**src/rtl/cla_nibble_subtractor.sv**
```systemverilog
// Multi-cycle unsigned subtractor: diff = a - b - bin, one 4-bit borrow-lookahead
// slice reused per nibble (LSB first) with the borrow registered between nibbles.
module cla_nibble_subtractor #(
    parameter int WIDTH = 16
) (
    input  logic             clk,
    input  logic             rst_n,
    input  logic             in_valid,
    output logic             in_ready,
    input  logic [WIDTH-1:0] a,
    input  logic [WIDTH-1:0] b,
    input  logic             bin,
    output logic             out_valid,
    input  logic             out_ready,
    output logic [WIDTH-1:0] diff,
    output logic             borrow,
    output logic             zero
);

    // state  | meaning
    // IDLE   | ready for operands, previous result held on diff/borrow/zero
    // RUN    | one nibble per edge, LSB first, borrow carried in r_brw
    // DONE   | result valid, held until out_ready
    localparam int NIB = WIDTH / 4;
    localparam int CW  = (NIB > 1) ? $clog2(NIB) : 1;
    localparam logic [CW-1:0] LAST = CW'(NIB - 1);

    localparam logic [1:0] S_IDLE = 2'd0;
    localparam logic [1:0] S_RUN  = 2'd1;
    localparam logic [1:0] S_DONE = 2'd2;

    logic [1:0]       r_state;
    logic [CW-1:0]    r_cnt;
    logic [WIDTH-1:0] r_a;
    logic [WIDTH-1:0] r_b;
    logic [WIDTH-1:0] r_diff;
    logic             r_brw;
    logic             r_borrow;
    logic             r_zero;

    logic [CW+1:0]    w_lo;
    logic [3:0]       w_an;
    logic [3:0]       w_bn;
    logic [3:0]       w_g;
    logic [3:0]       w_p;
    logic [4:0]       w_c;
    logic [3:0]       w_dnib;
    logic [WIDTH-1:0] w_diff_next;

    assign w_lo = {r_cnt, 2'b00};
    assign w_an = r_a[w_lo +: 4];
    assign w_bn = ~r_b[w_lo +: 4];
    assign w_g  = w_an & w_bn;
    assign w_p  = w_an ^ w_bn;

    // Subtraction as a + ~b + carry, where carry-in is the inverted running borrow.
    assign w_c[0] = ~r_brw;
    assign w_c[1] = w_g[0]
                  | (w_p[0] & w_c[0]);
    assign w_c[2] = w_g[1]
                  | (w_p[1] & w_g[0])
                  | (w_p[1] & w_p[0] & w_c[0]);
    assign w_c[3] = w_g[2]
                  | (w_p[2] & w_g[1])
                  | (w_p[2] & w_p[1] & w_g[0])
                  | (w_p[2] & w_p[1] & w_p[0] & w_c[0]);
    assign w_c[4] = w_g[3]
                  | (w_p[3] & w_g[2])
                  | (w_p[3] & w_p[2] & w_g[1])
                  | (w_p[3] & w_p[2] & w_p[1] & w_g[0])
                  | (w_p[3] & w_p[2] & w_p[1] & w_p[0] & w_c[0]);

    assign w_dnib = w_p ^ w_c[3:0];

    // Full result including the nibble being written this edge, for the zero flag.
    always_comb begin
        w_diff_next             = r_diff;
        w_diff_next[w_lo +: 4]  = w_dnib;
    end

    always_ff @(posedge clk or negedge rst_n) begin
        if (!rst_n) begin
            r_state  <= S_IDLE;
            r_cnt    <= '0;
            r_a      <= '0;
            r_b      <= '0;
            r_diff   <= '0;
            r_brw    <= 1'b0;
            r_borrow <= 1'b0;
            r_zero   <= 1'b0;
        end else begin
            case (r_state)
                S_IDLE: begin
                    if (in_valid) begin
                        r_a     <= a;
                        r_b     <= b;
                        r_brw   <= bin;
                        r_cnt   <= '0;
                        r_state <= S_RUN;
                    end
                end
                S_RUN: begin
                    r_diff <= w_diff_next;
                    r_brw  <= ~w_c[4];
                    if (r_cnt == LAST) begin
                        r_borrow <= ~w_c[4];
                        r_zero   <= (w_diff_next == '0);
                        r_state  <= S_DONE;
                    end else begin
                        r_cnt <= r_cnt + 1'b1;
                    end
                end
                S_DONE: begin
                    if (out_ready) begin
                        r_state <= S_IDLE;
                    end
                end
                default: r_state <= S_IDLE;
            endcase
        end
    end

    assign in_ready  = (r_state == S_IDLE);
    assign out_valid = (r_state == S_DONE);
    assign diff      = r_diff;
    assign borrow    = r_borrow;
    assign zero      = r_zero;

endmodule

```
**config.mk**
```make
export PLATFORM = sky130hd
export DESIGN_NAME = cla_nibble_subtractor
export DESIGN_NICKNAME = d
export VERILOG_FILES = /design/src/rtl/cla_nibble_subtractor.sv
export SDC_FILE = /design/constraint.sdc
export NUM_CORES = 1
export LEC_CHECK = 0
export ABC_CLOCK_PERIOD_IN_PS = 3500
export BUFFER_PORTS_ARGS = -buffer_cell sky130_fd_sc_hd__buf_4
export CORE_AREA = 2 2 87 89
export DETAILED_ROUTE_END_ITERATION = 8
export DIE_AREA = 0 0 89 91
export PLACE_DENSITY = 0.63
export RECOVER_POWER = 50
export SLEW_MARGIN = 20
export SYNTH_ARGS = -nofsm -noshare
export SYNTH_HDL_FRONTEND = slang
export SYNTH_SLANG_ARGS = --single-unit
```
**constraint.sdc**
```tcl
create_clock -name clk -period 3.5 [get_ports clk]
set_input_delay 0.175 -clock clk [delete_from_list [all_inputs] [get_ports clk]]
set_output_delay 0.175 -clock clk [all_outputs]
set_load 0.01 [all_outputs]
```
Yosys cells after proc, flatten, opt, wreduce, memory -nomap -nowiden
Cells that the tools add are included.

storage, ports and cells
  register bits after elaboration = 55
  input port bits = 37
  output and inout bits = 20
  logic and storage cells = 71

cells by class
  add/sub/neg operators = 2
  equal/unequal tests = 7
  shift-type cells = 4
  multiplexer cells = 10
  bitwise logic cells = 32
  reductions and logical operators = 8

operator list
  kind                                                   number
  variable part select 16 x 5 -> 4 bit                   2
  AND 1 bit                                              16
  bitwise mux 16 bit                                     1
  zero test 16 bit                                       1
  variable shift 4 x 6 -> 16 bit, first input constant   1
  variable part select 4 x 6 -> 16 bit                   1
  2-to-1 mux 2 bit                                       5
  OR 1 bit                                               10
  XOR 4 bit                                              2
  inequality test 2 bit, second input constant           3
  negator 4 -> 6 bit                                     1
  one-hot mux 2 bit (3 select lines)                     1
  AND reduction 2 bit                                    3
  AND reduction 3 bit                                    2
  AND 4 bit                                              1
  == test 2 bit, second input constant                   2
  inverter 4 bit                                         1
  one-hot mux 2 bit (2 select lines)                     1
  adder 2 x 1 -> 2 bit, second input constant            1
  == test 2 x 1 -> 1 bit, second input constant          1
  zero test 2 bit                                        1
  inequality test 2 x 1 -> 1 bit, second input constant  1
  inverter 1 bit                                         2
  one-hot mux 1 bit (2 select lines)                     1
  2 further kinds                                        2

Longest topological paths before layout
  depth after elaboration = 11
  depth in mapped cells = 9
  mapped depth without buffers = 8

Worst setup path after synthesis
OpenSTA, ideal clock, no wires.

  kind = register to register
  start = register r_cnt[0]
  end = register r_zero (netlist: zero)
  setup time = 0.095 ns
  arrival time = 2.737 ns
  slack = 0.668 ns
  cell stages (with the launch flop) = 8
  path buffers = 1
  cell sequence = dfrtp_1 buf_2 mux4_2 fa_1 nand2b_1 o22ai_1 or4_1 o31ai_1

between the ends
  longest elaborated chain between the ends = 11

RTL lines
  element                                        RTL line    RTL
  start: declaration                             33          logic [CW-1:0] r_cnt;
  start signal: assignment                       110         r_cnt <= r_cnt + 1'b1;
  variable part select 16 x 5 -> 4 bit           52          assign w_bn = ~r_b[w_lo +: 4];
  inverter 4 bit                                 52
  XOR 4 bit / AND 4 bit (equally long branches)  54, 53
  AND 1 bit (on tied branches)                   64, 65, 66
  OR 1 bit (tied with other cells)               64          | (w_p[2] & w_g[1])
  OR 1 bit / AND 1 bit (equally long branches)   65, 66
  OR 1 bit                                       66          | (w_p[2] & w_p[1] & w_p[0] & w_c[0]);
  XOR 4 bit                                      73          assign w_dnib = w_p ^ w_c[3:0];
  variable part select 4 x 6 -> 16 bit           78          w_diff_next[w_lo +: 4] = w_dnib;
  bitwise mux 16 bit                             78
  zero test 16 bit                               107         r_zero <= (w_diff_next == '0);
  end signal: assignment                         107
  end: declaration                               39          logic r_zero;

Parallel ways exist; a longest one is shown, timed or not.
A chain may end at the register's enable or synchronous reset.

Worst setup path after layout
Ends and elaborated chain as after synthesis.

==> reports/results.txt <==
The run finished with clean final reports. The count of buffers added on input and output ports is 56. Counting flops and latches in the post-synthesis netlist gives 55. The final number of max-transition violations came out at 0. Setup violations remaining at the end of the flow were counted as 0.

The highest net fanout along the worst path came out at 14. Leading cell type in the layout, fill and taps excluded: dfrtp_1. The analysis attributes to cell leakage a power of 1.493 nW. The congestion estimate from routability-driven global placement came to 0.8780. The most critical setup path has its startpoint at r_cnt[0]. The die width works out to 89 um. The worst slew slack as a fraction of its limit was 0.1121.

After detailed routing, the average wire length per cell comes to 14.33 um. The total of max-cap violations was 0; the wire length of the first global-routing pass was 9287 um. The via count of the first global-routing pass was 1970; the die outline height was 91 um. The layout has 697 filler cells.

The net count of the finished layout is 338. Summed over all failing endpoints, the final setup total negative slack is 0 ns. Once routing completed, OpenROAD measured the worst setup slack at 0.4307 ns. For the initial antenna violation count, the log shows 0.

HPWL reported at the end of detailed placement: 4215 um. The number of distinct library cell variants in the gate-level netlist after synthesis was 38; the slew of the pin with the lowest slew margin was 1.332 ns. The logs give 57 for the I/O pin count and 76 for the number of violations reported at the end of detailed-routing iteration 0. The run gives 0.3878 mV as the worst voltage drop across the vdd grid.

The clock tree root driver cell is clkbuf_8. For this run, the top clock speed supported by timing is 0.3258 GHz. After detailed routing, the number of remaining DRC violations is 0.

Net switching fraction of the power: 0.4218. The logs give 0.006872 ns for the clock tree skew after final layout and 231 for the synthesized instance count. For this run the aggregate overflow at the end of global routing stands at 0.

The tools report the startpoint of the lowest-slack register-to-register path as r_cnt[0]. The tools report the overall die area as 8099 um2. The run gives 1973 as the total via count in the routed design. By startpoint and endpoint, the worst setup path is classified as register to register. A synthesized cell averages 11.95 um2. In the layout the commonest cells are 55 x dfrtp_1, 47 x buf_4, 34 x mux2_2.

Clock-pin slew was measured on the worst setup and hold paths at 0.09 ns. The final critical path time including I/O delays and setup was 3.069 ns. The type of the tightest min-delay check was input pin to register.

The worst setup path is launched from a register. The part of the total power dissipated in the clock network was 0.104. The maximum number of pins on one net before global-route repair is 56, and the total track usage is 0.1459.

The worst setup path is captured at a register. TritonCTS built the clock tree. Setup repair after global routing left no endpoint under its margin. The logs give 0 for the buffers inserted during post-CTS setup optimization and 0.1994 for the met1 demand-to-capacity share in global routing.

For the switching power, the log shows 0.001486 W. The count of antenna-violating nets left after detailed routing is 0, and the arrival time of the worst setup path is 3.28 ns. The global routing's busiest layer was met2. The synthesized netlist occupies a cell area of 2760 um2.

The largest single stage delay on the critical path is 0.73 ns. The post-detailed-routing wire length was 5574 um. At the later pin of the worst-skew pair, clock insertion delay measures 0.31 ns. Before antenna repair, the detailed router went through 4 iterations. The share of final-layout standard cells stronger than drive strength 1 is 0.3448, and the area added between synthesis and finish is 21.08%.

The via count normalized by instance count is 5.072, and the post-route fraction of the period consumed by the critical path is 0.8769. For the fraction of met2 tracks used by global routing, the log shows 0.2307. End point of the critical path: zero. Capture instance of the worst register-to-register path: zero. Part of the power in combinational logic: 0.569.

For the maximum number of buffers from clock root to sink, the log shows 2. In this run the core area contains 31 standard-cell rows. The tools report the reg-to-reg setup timing slack as 0.43 ns.

The number of diodes added for antenna fixing was 0; the synthesized netlist net count was 280. For the worst endpoint required time, the log shows 3.71 ns. The path depth of the worst reg2reg path was 9; the final number of hold-violating endpoints was 0. The part of the power in registers was 0.327; the design internal power was 0.002037 W. Traced cell by cell, the critical path runs through buf_4 -> mux4_2 -> inv_1 -> ha_1 -> xor2_1 -> o21ai_0 -> a211oi_1 -> a22oi_1 -> o31ai_1. The sequential area share after synthesis is 0.4986. The initial standard-cell utilization of the core is 0.3867, and the worst setup slack after placement is 0.3804 ns.

For this design, the sink count on the clock tree is 55. In this run the number of H-tree levels came out at 2. The tools report the met3 track demand over resource as 0.03727. Power spread over the standard cell area amounts to 1054 nW/um2. During synthesis, Yosys emitted a total of 0 warnings. The slowest stage of the critical path belongs to the cell dfrtp_1.

The core box area was 7137 um2; the number of CTS-inserted buffers was 5.
-- registers in the layout (all words and copies together) (netlist names) --
| signal | count |
|---|---|
| diff | 16 |
| zero | 1 |
| r_brw | 1 |
| r_cnt | 2 |
| r_a | 16 |
| borrow | 1 |
| r_b | 16 |
| r_state | 2 |
-- power groups by stage --
stage	sequential, W	clock, W	combinational (W)
floorplan	0.00110	0	0.00153
global placement	0.00117	0	0.00200
detailed placement	0.00118	0	0.00204
CTS	0.00116	0.000381	0.00205
global route	0.00119	0.000411	0.00225
finish	0.00115	0.000367	0.00200
-- layer usage --
| layer | vias up | wire length, um | part of all wire |
|---|---|---|---|
| li1 | 946 | - | - |
| met1 | 965 | 2484 | 0.45 |
| met2 | 52 | 2689 | 0.48 |
| met3 | 10 | 317 | 0.057 |
| met4 | 0 | 82 | 0.015 |
| met5 | - | 0 | 0 |
-- what timing repair did --
item                      4_1_cts  5_1_grt
hold buffers                    1        0
hold endpoints to repair       55        0
gates resized for setup         0        0
-- Yosys cell counts (all sizes together) --
| master | n | area, um2 |
|---|---|---|
| o2111ai | 1 | 8.760 |
| mux2 | 34 | 382.9 |
| nor2b | 3 | 18.77 |
| fa | 1 | 20.02 |
| o22ai | 4 | 25.02 |
| o31a | 1 | 8.760 |
| nand4 | 1 | 6.260 |
| buf | 5 | 31.28 |
| o21ai | 11 | 55.05 |
| xnor2 | 1 | 8.760 |
| xor2 | 1 | 8.760 |
| a22o | 6 | 52.55 |
| and2b | 1 | 7.510 |
| nand2b | 3 | 18.77 |
| nand3 | 2 | 10.01 |
| nor4 | 3 | 18.77 |
| or4 | 2 | 15.01 |
| or2 | 2 | 12.51 |
| clkbuf | 3 | 11.26 |
| inv | 14 | 52.55 |
| o211ai | 1 | 7.510 |
| a211oi | 1 | 7.510 |
| a21oi | 7 | 35.03 |
| mux4 | 8 | 180.2 |
| nor3 | 1 | 5.000 |
| nand3b | 2 | 15.01 |
| o221ai | 1 | 8.760 |
| a21o | 1 | 7.510 |
| nand2 | 22 | 85.09 |
| a22oi | 1 | 7.510 |
| and2 | 2 | 12.51 |
| dfrtp | 55 | 1376 |
| nor2 | 11 | 41.29 |
| o31ai | 7 | 52.55 |
| o21a | 1 | 7.510 |
| ha | 11 | 137.6 |
-- through the flow --
stage	std cells	hold WS (ns)	util	area, um2	power, W
CTS	389	0.01954	0.4739	3382	0.003596
floorplan	231	-0.1206	-	2760	0.002629
global placement	380	0.2602	0.4592	3277	0.003169
finish	389	0.02642	0.4683	3342	0.003523
detailed placement	380	0.2692	0.4592	3277	0.003217
global route	389	0.006947	0.4683	3342	0.003857
-- layout make-up --
| cell class | instances | area (um2) | share of cell area |
|---|---|---|---|
| clock buffers | 7 | 86.33 | 0.02583 |
| clock inverters | 1 | 8.758 | 0.002621 |
| inverters | 14 | 52.55 | 0.01572 |
| multi-input cells | 154 | 1289 | 0.3856 |
| flip-flops and latches | 55 | 1376 | 0.4118 |
| well taps | 99 | 123.9 | 0.03706 |
| repair buffers | 59 | 405.4 | 0.1213 |
-- critical path, delay by kind of cell, from the launching register on --
kind / cells / cell delay, ns
fa+ha+maj: 1 / 0.29
compound gates: 4 / 0.74
buf+inv: 2 / 0.32
flops: 1 / 0.73
xor+xnor: 1 / 0.40
mux: 1 / 0.49
-- worst min-delay path by stage --
stage / startpoint / end / slack [ns] / cells after the start
3_5_place_dp: rst_n / diff[6] / 0.27 / 1
4_1_cts: out_ready / r_state[1] / 0.02 / 2
5_1_grt: out_ready / r_state[1] / 0.007 / 2
2_1_floorplan: rst_n / borrow / -0.12 / 0
6_report: out_ready / r_state[1] / 0.03 / 2
3_3_place_gp: rst_n / diff[2] / 0.26 / 1
-- kinds of logic after synthesis --
logic type | synth area share
and+or+nand+nor | 0.09656
DFF | 0.4986
AOI/OAI and AO/OA | 0.1029
muxes | 0.2040
buffers and inverters | 0.03445
adders and majority gates | 0.05712
xor gates and xnor gates | 0.006347
(Power assumes the default switching activity.)
